[src/rtl/data_array_rmw_ctrl_pkg.sv]
// ============================================================================
// Module   : data_array_pkg
// Brief    : Shared types and address-field constants for the data array
//            access controller.
// Revision : 1.0 - initial release
// ============================================================================
`default_nettype none

package data_array_pkg;

  localparam int ARR_ADDR_W  = 11;
  localparam int LANE_W      = 32;
  localparam int BYTE_ADDR_W = ARR_ADDR_W + 3;

  // Byte address layout: [BYTE_ADDR_W-1:ROW_LSB] row, [LANE_BIT] lane, [1:0] byte
  localparam int ROW_LSB  = 3;
  localparam int ROW_MSB  = BYTE_ADDR_W - 1;
  localparam int LANE_BIT = 2;

  localparam logic [3:0] MASK_FULL = 4'hF;
  localparam logic [3:0] MASK_NONE = 4'h0;

  typedef enum logic [1:0] {
    ST_IDLE = 2'd0,
    ST_RD   = 2'd1,
    ST_RESP = 2'd2
  } ctrl_state_e;

  function automatic logic [1:0] lane_onehot(input logic lane);
    return lane ? 2'b10 : 2'b01;
  endfunction

endpackage

`default_nettype wire

[src/rtl/data_array_rmw_ctrl_if.sv]
// ============================================================================
// Module   : data_array_rmw_ctrl_if
// Brief    : Core request/response port plus array RW port of the controller.
// Revision : 1.0 - initial release
// ============================================================================
`default_nettype none

interface data_array_rmw_ctrl_if #(
  parameter int ARR_ADDR_W = data_array_pkg::ARR_ADDR_W,
  parameter int LANE_W     = data_array_pkg::LANE_W
);

  logic                    req_valid;
  logic                    req_ready;
  logic                    req_write;
  logic [ARR_ADDR_W+2:0]   req_addr;
  logic [LANE_W-1:0]       req_data;
  logic [LANE_W/8-1:0]     req_mask;

  logic                    resp_valid;
  logic                    resp_ready;
  logic                    resp_write;
  logic [LANE_W-1:0]       resp_data;

  logic                    arr_en;
  logic                    arr_wmode;
  logic [ARR_ADDR_W-1:0]   arr_addr;
  logic [2*LANE_W-1:0]     arr_wdata;
  logic [1:0]              arr_wmask;
  logic [2*LANE_W-1:0]     arr_rdata;

  // Controller side
  modport slave (
    input  req_valid, req_write, req_addr, req_data, req_mask,
    output req_ready,
    output resp_valid, resp_write, resp_data,
    input  resp_ready,
    output arr_en, arr_wmode, arr_addr, arr_wdata, arr_wmask,
    input  arr_rdata
  );

  // Core plus array side
  modport master (
    output req_valid, req_write, req_addr, req_data, req_mask,
    input  req_ready,
    input  resp_valid, resp_write, resp_data,
    output resp_ready,
    input  arr_en, arr_wmode, arr_addr, arr_wdata, arr_wmask,
    output arr_rdata
  );

endinterface

`default_nettype wire

[src/rtl/data_array_rmw_ctrl_byte_merge.sv]
// ============================================================================
// Module   : byte_merge
// Brief    : Combinational 32-bit byte merge of new over old data.
// Revision : 1.0 - initial release
// ============================================================================
`default_nettype none

module byte_merge (
  input  logic [31:0] i_new_data,
  input  logic [31:0] i_old_data,
  input  logic [3:0]  i_mask,
  output logic [31:0] o_merged
);

  genvar gi;
  generate
    for (gi = 0; gi < 4; gi++) begin : g_byte
      assign o_merged[gi*8 +: 8] = i_mask[gi] ? i_new_data[gi*8 +: 8]
                                              : i_old_data[gi*8 +: 8];
    end
  endgenerate

endmodule

`default_nettype wire

[src/rtl/data_array_rmw_ctrl.sv]
// ============================================================================
// Module   : data_array_rmw_ctrl
// Brief    : Word access controller for the 2-lane data array; partial-byte
//            writes are done as read-modify-write.
// Revision : 1.0 - initial release
// ============================================================================
`default_nettype none

module data_array_rmw_ctrl
  import data_array_pkg::*;
#(
  parameter int ARR_ADDR_W = data_array_pkg::ARR_ADDR_W,
  parameter int LANE_W     = data_array_pkg::LANE_W
) (
  input  logic                  clock,
  input  logic                  reset,
  data_array_rmw_ctrl_if.slave  bus
);

  ctrl_state_e              r_state;
  ctrl_state_e              w_state_next;

  logic                     r_lane;
  logic                     r_write;
  logic [3:0]               r_mask;
  logic [LANE_W-1:0]        r_data;
  logic [ARR_ADDR_W-1:0]    r_row;

  logic                     r_resp_write;
  logic [LANE_W-1:0]        r_resp_data;

  logic                     w_req_ready;
  logic                     w_accept;
  logic [ARR_ADDR_W-1:0]    w_req_row;
  logic                     w_req_lane;
  logic                     w_mask_full;
  logic                     w_mask_none;
  logic [LANE_W-1:0]        w_old_lane;
  logic [LANE_W-1:0]        w_merged;

  logic                     w_arr_en;
  logic                     w_arr_wmode;
  logic [ARR_ADDR_W-1:0]    w_arr_addr;
  logic [2*LANE_W-1:0]      w_arr_wdata;
  logic [1:0]               w_arr_wmask;

  logic                     w_unused_addr;

  assign w_req_row   = bus.req_addr[ARR_ADDR_W+2:ROW_LSB];
  assign w_req_lane  = bus.req_addr[LANE_BIT];
  assign w_mask_full = (bus.req_mask == MASK_FULL);
  assign w_mask_none = (bus.req_mask == MASK_NONE);
  assign w_unused_addr = ^bus.req_addr[1:0];

  assign w_req_ready = (r_state == ST_IDLE) & ~reset;
  assign w_accept    = bus.req_valid & w_req_ready;

  assign w_old_lane  = r_lane ? bus.arr_rdata[2*LANE_W-1:LANE_W]
                              : bus.arr_rdata[LANE_W-1:0];

  byte_merge u_byte_merge (
    .i_new_data (r_data),
    .i_old_data (w_old_lane),
    .i_mask     (r_mask),
    .o_merged   (w_merged)
  );

  always_comb begin
    w_state_next = r_state;
    w_arr_en     = 1'b0;
    w_arr_wmode  = 1'b0;
    w_arr_addr   = '0;
    w_arr_wdata  = '0;
    w_arr_wmask  = '0;

    unique case (r_state)
      ST_IDLE: begin
        if (w_accept) begin
          if (!bus.req_write) begin
            w_arr_en     = 1'b1;
            w_arr_addr   = w_req_row;
            w_state_next = ST_RD;
          end else if (w_mask_full) begin
            w_arr_en     = 1'b1;
            w_arr_wmode  = 1'b1;
            w_arr_addr   = w_req_row;
            w_arr_wdata  = {bus.req_data, bus.req_data};
            w_arr_wmask  = lane_onehot(w_req_lane);
            w_state_next = ST_RESP;
          end else if (w_mask_none) begin
            w_state_next = ST_RESP;
          end else begin
            // Partial write: fetch the old row first, merge next cycle
            w_arr_en     = 1'b1;
            w_arr_addr   = w_req_row;
            w_state_next = ST_RD;
          end
        end
      end
      ST_RD: begin
        w_state_next = ST_RESP;
        if (r_write) begin
          w_arr_en    = 1'b1;
          w_arr_wmode = 1'b1;
          w_arr_addr  = r_row;
          w_arr_wdata = {w_merged, w_merged};
          w_arr_wmask = lane_onehot(r_lane);
        end
      end
      ST_RESP: begin
        if (bus.resp_ready) begin
          w_state_next = ST_IDLE;
        end
      end
      default: w_state_next = ST_IDLE;
    endcase

    // Reset kills any array access in flight, including the RMW write phase
    if (reset) begin
      w_arr_en    = 1'b0;
      w_arr_wmode = 1'b0;
      w_arr_addr  = '0;
      w_arr_wdata = '0;
      w_arr_wmask = '0;
    end
  end

  always_ff @(posedge clock) begin
    if (reset) begin
      r_state      <= ST_IDLE;
      r_lane       <= 1'b0;
      r_write      <= 1'b0;
      r_mask       <= '0;
      r_data       <= '0;
      r_row        <= '0;
      r_resp_write <= 1'b0;
      r_resp_data  <= '0;
    end else begin
      r_state <= w_state_next;
      if (w_accept) begin
        r_lane  <= w_req_lane;
        r_write <= bus.req_write;
        r_mask  <= bus.req_mask;
        r_data  <= bus.req_data;
        r_row   <= w_req_row;
        if (bus.req_write && (w_mask_full || w_mask_none)) begin
          r_resp_write <= 1'b1;
          r_resp_data  <= '0;
        end
      end
      if (r_state == ST_RD) begin
        r_resp_write <= r_write;
        r_resp_data  <= r_write ? '0 : w_old_lane;
      end
    end
  end

  assign bus.req_ready  = w_req_ready;
  assign bus.resp_valid = (r_state == ST_RESP);
  assign bus.resp_write = r_resp_write;
  assign bus.resp_data  = r_resp_data;

  assign bus.arr_en     = w_arr_en;
  assign bus.arr_wmode  = w_arr_wmode;
  assign bus.arr_addr   = w_arr_addr;
  assign bus.arr_wdata  = w_arr_wdata;
  assign bus.arr_wmask  = w_arr_wmask;

endmodule

`default_nettype wire
[src/flat_wrapper.sv]
// flat-port wrapper written by rule: the top's interface ports become plain ports
module data_array_rmw_ctrl_flat import data_array_pkg::*;
#(
  parameter int ARR_ADDR_W = data_array_pkg::ARR_ADDR_W,
  parameter int LANE_W     = data_array_pkg::LANE_W
)
  (clock, reset, bus_req_valid, bus_req_write, bus_req_addr, bus_req_data, bus_req_mask, bus_req_ready, bus_resp_valid, bus_resp_write, bus_resp_data, bus_resp_ready, bus_arr_en, bus_arr_wmode, bus_arr_addr, bus_arr_wdata, bus_arr_wmask, bus_arr_rdata);
  data_array_rmw_ctrl_if #(.ARR_ADDR_W(ARR_ADDR_W), .LANE_W(LANE_W)) bus_i ();
  input  logic clock;
  input  logic reset;
  input wire logic [$bits(bus_i.req_valid)-1:0] bus_req_valid;
  input wire logic [$bits(bus_i.req_write)-1:0] bus_req_write;
  input wire logic [$bits(bus_i.req_addr)-1:0] bus_req_addr;
  input wire logic [$bits(bus_i.req_data)-1:0] bus_req_data;
  input wire logic [$bits(bus_i.req_mask)-1:0] bus_req_mask;
  output wire logic [$bits(bus_i.req_ready)-1:0] bus_req_ready;
  output wire logic [$bits(bus_i.resp_valid)-1:0] bus_resp_valid;
  output wire logic [$bits(bus_i.resp_write)-1:0] bus_resp_write;
  output wire logic [$bits(bus_i.resp_data)-1:0] bus_resp_data;
  input wire logic [$bits(bus_i.resp_ready)-1:0] bus_resp_ready;
  output wire logic [$bits(bus_i.arr_en)-1:0] bus_arr_en;
  output wire logic [$bits(bus_i.arr_wmode)-1:0] bus_arr_wmode;
  output wire logic [$bits(bus_i.arr_addr)-1:0] bus_arr_addr;
  output wire logic [$bits(bus_i.arr_wdata)-1:0] bus_arr_wdata;
  output wire logic [$bits(bus_i.arr_wmask)-1:0] bus_arr_wmask;
  input wire logic [$bits(bus_i.arr_rdata)-1:0] bus_arr_rdata;
  assign bus_i.req_valid = bus_req_valid;
  assign bus_i.req_write = bus_req_write;
  assign bus_i.req_addr = bus_req_addr;
  assign bus_i.req_data = bus_req_data;
  assign bus_i.req_mask = bus_req_mask;
  assign bus_req_ready = bus_i.req_ready;
  assign bus_resp_valid = bus_i.resp_valid;
  assign bus_resp_write = bus_i.resp_write;
  assign bus_resp_data = bus_i.resp_data;
  assign bus_i.resp_ready = bus_resp_ready;
  assign bus_arr_en = bus_i.arr_en;
  assign bus_arr_wmode = bus_i.arr_wmode;
  assign bus_arr_addr = bus_i.arr_addr;
  assign bus_arr_wdata = bus_i.arr_wdata;
  assign bus_arr_wmask = bus_i.arr_wmask;
  assign bus_i.arr_rdata = bus_arr_rdata;
  data_array_rmw_ctrl #(.ARR_ADDR_W(ARR_ADDR_W), .LANE_W(LANE_W)) u_core (.clock(clock), .reset(reset), .bus(bus_i));
endmodule
[config.mk]
export PLATFORM = sky130hd
export DESIGN_NAME = data_array_rmw_ctrl_flat
export DESIGN_NICKNAME = d
export VERILOG_FILES = /design/src/rtl/data_array_rmw_ctrl_pkg.sv /design/src/rtl/data_array_rmw_ctrl_if.sv /design/src/rtl/data_array_rmw_ctrl_byte_merge.sv /design/src/rtl/data_array_rmw_ctrl.sv /design/src/flat_wrapper.sv
export SDC_FILE = /design/constraint.sdc
export NUM_CORES = 1
export LEC_CHECK = 0
export ABC_AREA = 1
export BUFFER_PORTS_ARGS = -buffer_cell sky130_fd_sc_hd__buf_2
export CORE_MARGIN = 2
export CORE_UTILIZATION = 45
export CTS_BUF_LIST = sky130_fd_sc_hd__clkbuf_8
export CTS_CLUSTER_DIAMETER = 100
export DETAILED_ROUTE_END_ITERATION = 12
export GPL_ROUTABILITY_DRIVEN = 1
export PLACE_DENSITY = 0.8
export SLEW_MARGIN = 5
export SYNTH_ARGS = -nofsm -noshare
export SYNTH_HDL_FRONTEND = slang
export SYNTH_SLANG_ARGS = --single-unit
[constraint.sdc]
create_clock -name clock -period 2.2 [get_ports clock]
set_clock_uncertainty 0.2 [all_clocks]
set_input_delay 0.11 -clock clock [delete_from_list [all_inputs] [get_ports clock]]
set_output_delay 0.11 -clock clock [all_outputs]
set_load 0.02 [all_outputs]
==> flow_summary_export.csv <==
group,metric,value,unit
global_route,grt_pass1_wl,26.3,mm
clock_network,cts_sinks,84,
synthesis,synth.cell_area,4790,um^2
sta,fin_ws,0.0575,ns
detailed_routing,drcViolationCount,0,
synthesis,synth_edf_count,0,
cells_and_area,final_cell_area,7280,um^2
detailed_routing,wl,17.6,mm
sta,fin_tns_setup,0,ns
die,io_pins,233,
detailed_routing,detail_route.first_pass.iterations,5,
power_and_ir_drop,power.density,554,nW/um^2
synthesis,yosysUniqueCellTypes,21,
cells_and_area,final_cells,1156,
die,core,10300,um^2
die,die_w,107,um
detailed_routing,antenna_left,0,
synthesis,avgSynthCellArea,6.40,um^2
synthesis,syn_inst,749,
cells_and_area,finalCoreUtilization,0.705,
min_path,worstHoldPathType,"in2reg",
global_route,grt_pass1_vias,5521,
power_and_ir_drop,power_leakage,3.44,nW
sta,hold_ws,0.0336,ns
synthesis,yosysMostFrequentCell,"nand2_1",
sta,drv_slew,0,
synthesis,yosys_warnings,0,
placement,dp.cells,1044,
critical_path,critPathArrivalTime,1.83,ns
placement,place_ws,0.165,ns
global_route,grt_use_total,0.288,
sta,tightest_slew,0.632,ns
sta,rsz0062_at_grt,"true",
synthesis,seq_area_frac_synth,0.351,
critical_path,path_max_fanout,12,
synthesis,synth_top_area_cell,"dfxtp_1",
synthesis,syn-num-nets,868,
clock_network,htreeDepth,3,
placement,place.gp.congestion,0.792,
placement,numPortBuffers,230,
run,drv_cap,0,
critical_path,endpoint_kind,"output port",
cells_and_area,area_growth,51.9,%
die,die_h,107,um
synthesis,synth-async-reset-ratio,0,
sta,maxSlewHeadroom,0.579,
placement,dp_hpwl,10.4,mm
global_route,grt_max_degree,89,
synthesis,synthFlopType,"dfxtp_1",
clock_network,clk-insertion-delay-late,0.35,ns
global_route,antenna_found_initial,1,
sta,fin_crit,2.14,ns
clock_network,cts_root_buffer,"clkbuf_8",
synthesis,synth_top_cell_area_share,0.351,
detailed_routing,initialDrtViolationCount,507,
detailed_routing,wire_per_inst,15.2,um
sta,finalHoldViolations,0,
global_route,overflow,0,
clock_network,path_clk_slew,0.09,ns
detailed_routing,via_count,6074,
clock_network,cts_buffers,9,
sta,fmax,467,MHz
synthesis,synthTopCellsByCount,"250 x nand2_1, 100 x a21oi_1, 84 x dfxtp_1",
power_and_ir_drop,fin_total_pwr,4.03,mW
detailed_routing,viasPerCell,5.25,
power_and_ir_drop,peakVddDrop,0.000397,V
critical_path,crit_path_start_kind,"register",
synthesis,ys_seq_elements,84,
placement,placed_cell_area,5790,um^2
critical_path,path_class,"reg2out",
cells_and_area,layout.nets,1134,
sta,min_period_over_period,0.974,
die,fp-row-count,37,
synthesis,synth_area_leaders,"dfxtp_1 35%, nand2_1 20%, a21oi_1 10%",
clock_network,cts_buffer_depth,2,
sta,setup_violations,0,
critical_path,cp_data_required_time,1.89,ns
die,dieArea,11500,um^2
run_status,status,"completed",
die,start_util,0.464,
cells_and_area,drive_gt1_frac,0.307,
clock_network,cts_tree,"yes",
cells in the final DEF, fill, tap and decap left out, types with 2 or more instances in the layout:
cell type      Yosys  layout
nand2_4            4       5
dfxtp_2            0       2
nand2_1          250     249
a21oi_1          100      76
clkbuf_8           0      10
buf_12             0       5
nand3_1           57      57
mux2i_1            2       2
buf_4             35      58
inv_2              2       2
buf_2             23     188
dlygate4sd3_1      0      86
a21oi_2            0      24
nor2_1            43      42
buf_6              1       4
clkbuf_16          0       2
o211ai_1          30      30
inv_1             45      45
bufinv_16          0       3
dfxtp_1           84      82
nor2_4             2       2
o21ai_0           36      36
routing by layer:
layer / global-route usage / wire length (um) / up-vias
met3: 0.0523 / 1420 / 52
met5: 0 / 0 / -
met1: 0.354 / 7020 / 2750
met4: 0.145 / 586 / 0
met2: 0.483 / 8550 / 360
li1: - / - / 2912
cells by family after synthesis:
family,Yosys count,share of synthesized area
flops,84,0.351
buf+inv,136,0.141
compound gates,167,0.191
simple gates,360,0.313
mux,2,0.00418
worst max-delay path, cell delays in order (launching register included):
cell and delay (ns):
dfxtp_2 0.33, inv_4 0.09, nand2_8 0.06, buf_4 0.14
nor3_4 0.24, buf_12 0.17, nand3_1 0.08, a21oi_1 0.20
buf_4 0.18
flip-flops by register name (all words and copies together) (netlist names):
signal,count
u_core.bus.resp_data,32
u_core.r_data,32
u_core.bus.resp_write,1
u_core.r_write,1
u_core.r_lane,1
u_core.r_row,11
u_core.r_state,2
u_core.r_mask,4
layout make-up:
class,count,area [um^2]
diodes,1,2.50
repair buffers,344,2460
flip-flops and latches,84,1680
multi-input cells,529,2550
clock inverters,5,101
clock buffers,10,138
inverters,47,179
well taps,136,170
fillers,834,3040
final timing paths:
kind                           from                        to  slack, ns  depth (start not counted)
setup / recovery  u_core.r_state[1]           bus_arr_addr[9]       0.06                          8
hold / removal    bus_arr_rdata[38]   u_core.bus.resp_data[6]       0.03                          7
hold reg to reg   u_core.r_data[14]         u_core.r_data[14]       0.26                          2
setup reg to reg  u_core.r_state[0]  u_core.bus.resp_data[26]       0.14                          9
what timing repair did:
action | 4_1_cts | 5_1_grt
hold endpoints to repair | 68 | 0
hold buffers | 86 | 0
endpoints found under the setup margin | 64 | 74
pin swaps | 1 | 3
gates cloned | 1 | 2
resized for setup | 33 | 52
buffers inserted | 4 | 3
where the power goes:
| part | internal (mW) | switching (mW) |
|---|---|---|
| sequential | 1.63 | 0.0717 |
| clock | 0.776 | 0.571 |
| combinational | 0.424 | 0.558 |
(Power assumes the default switching activity.)
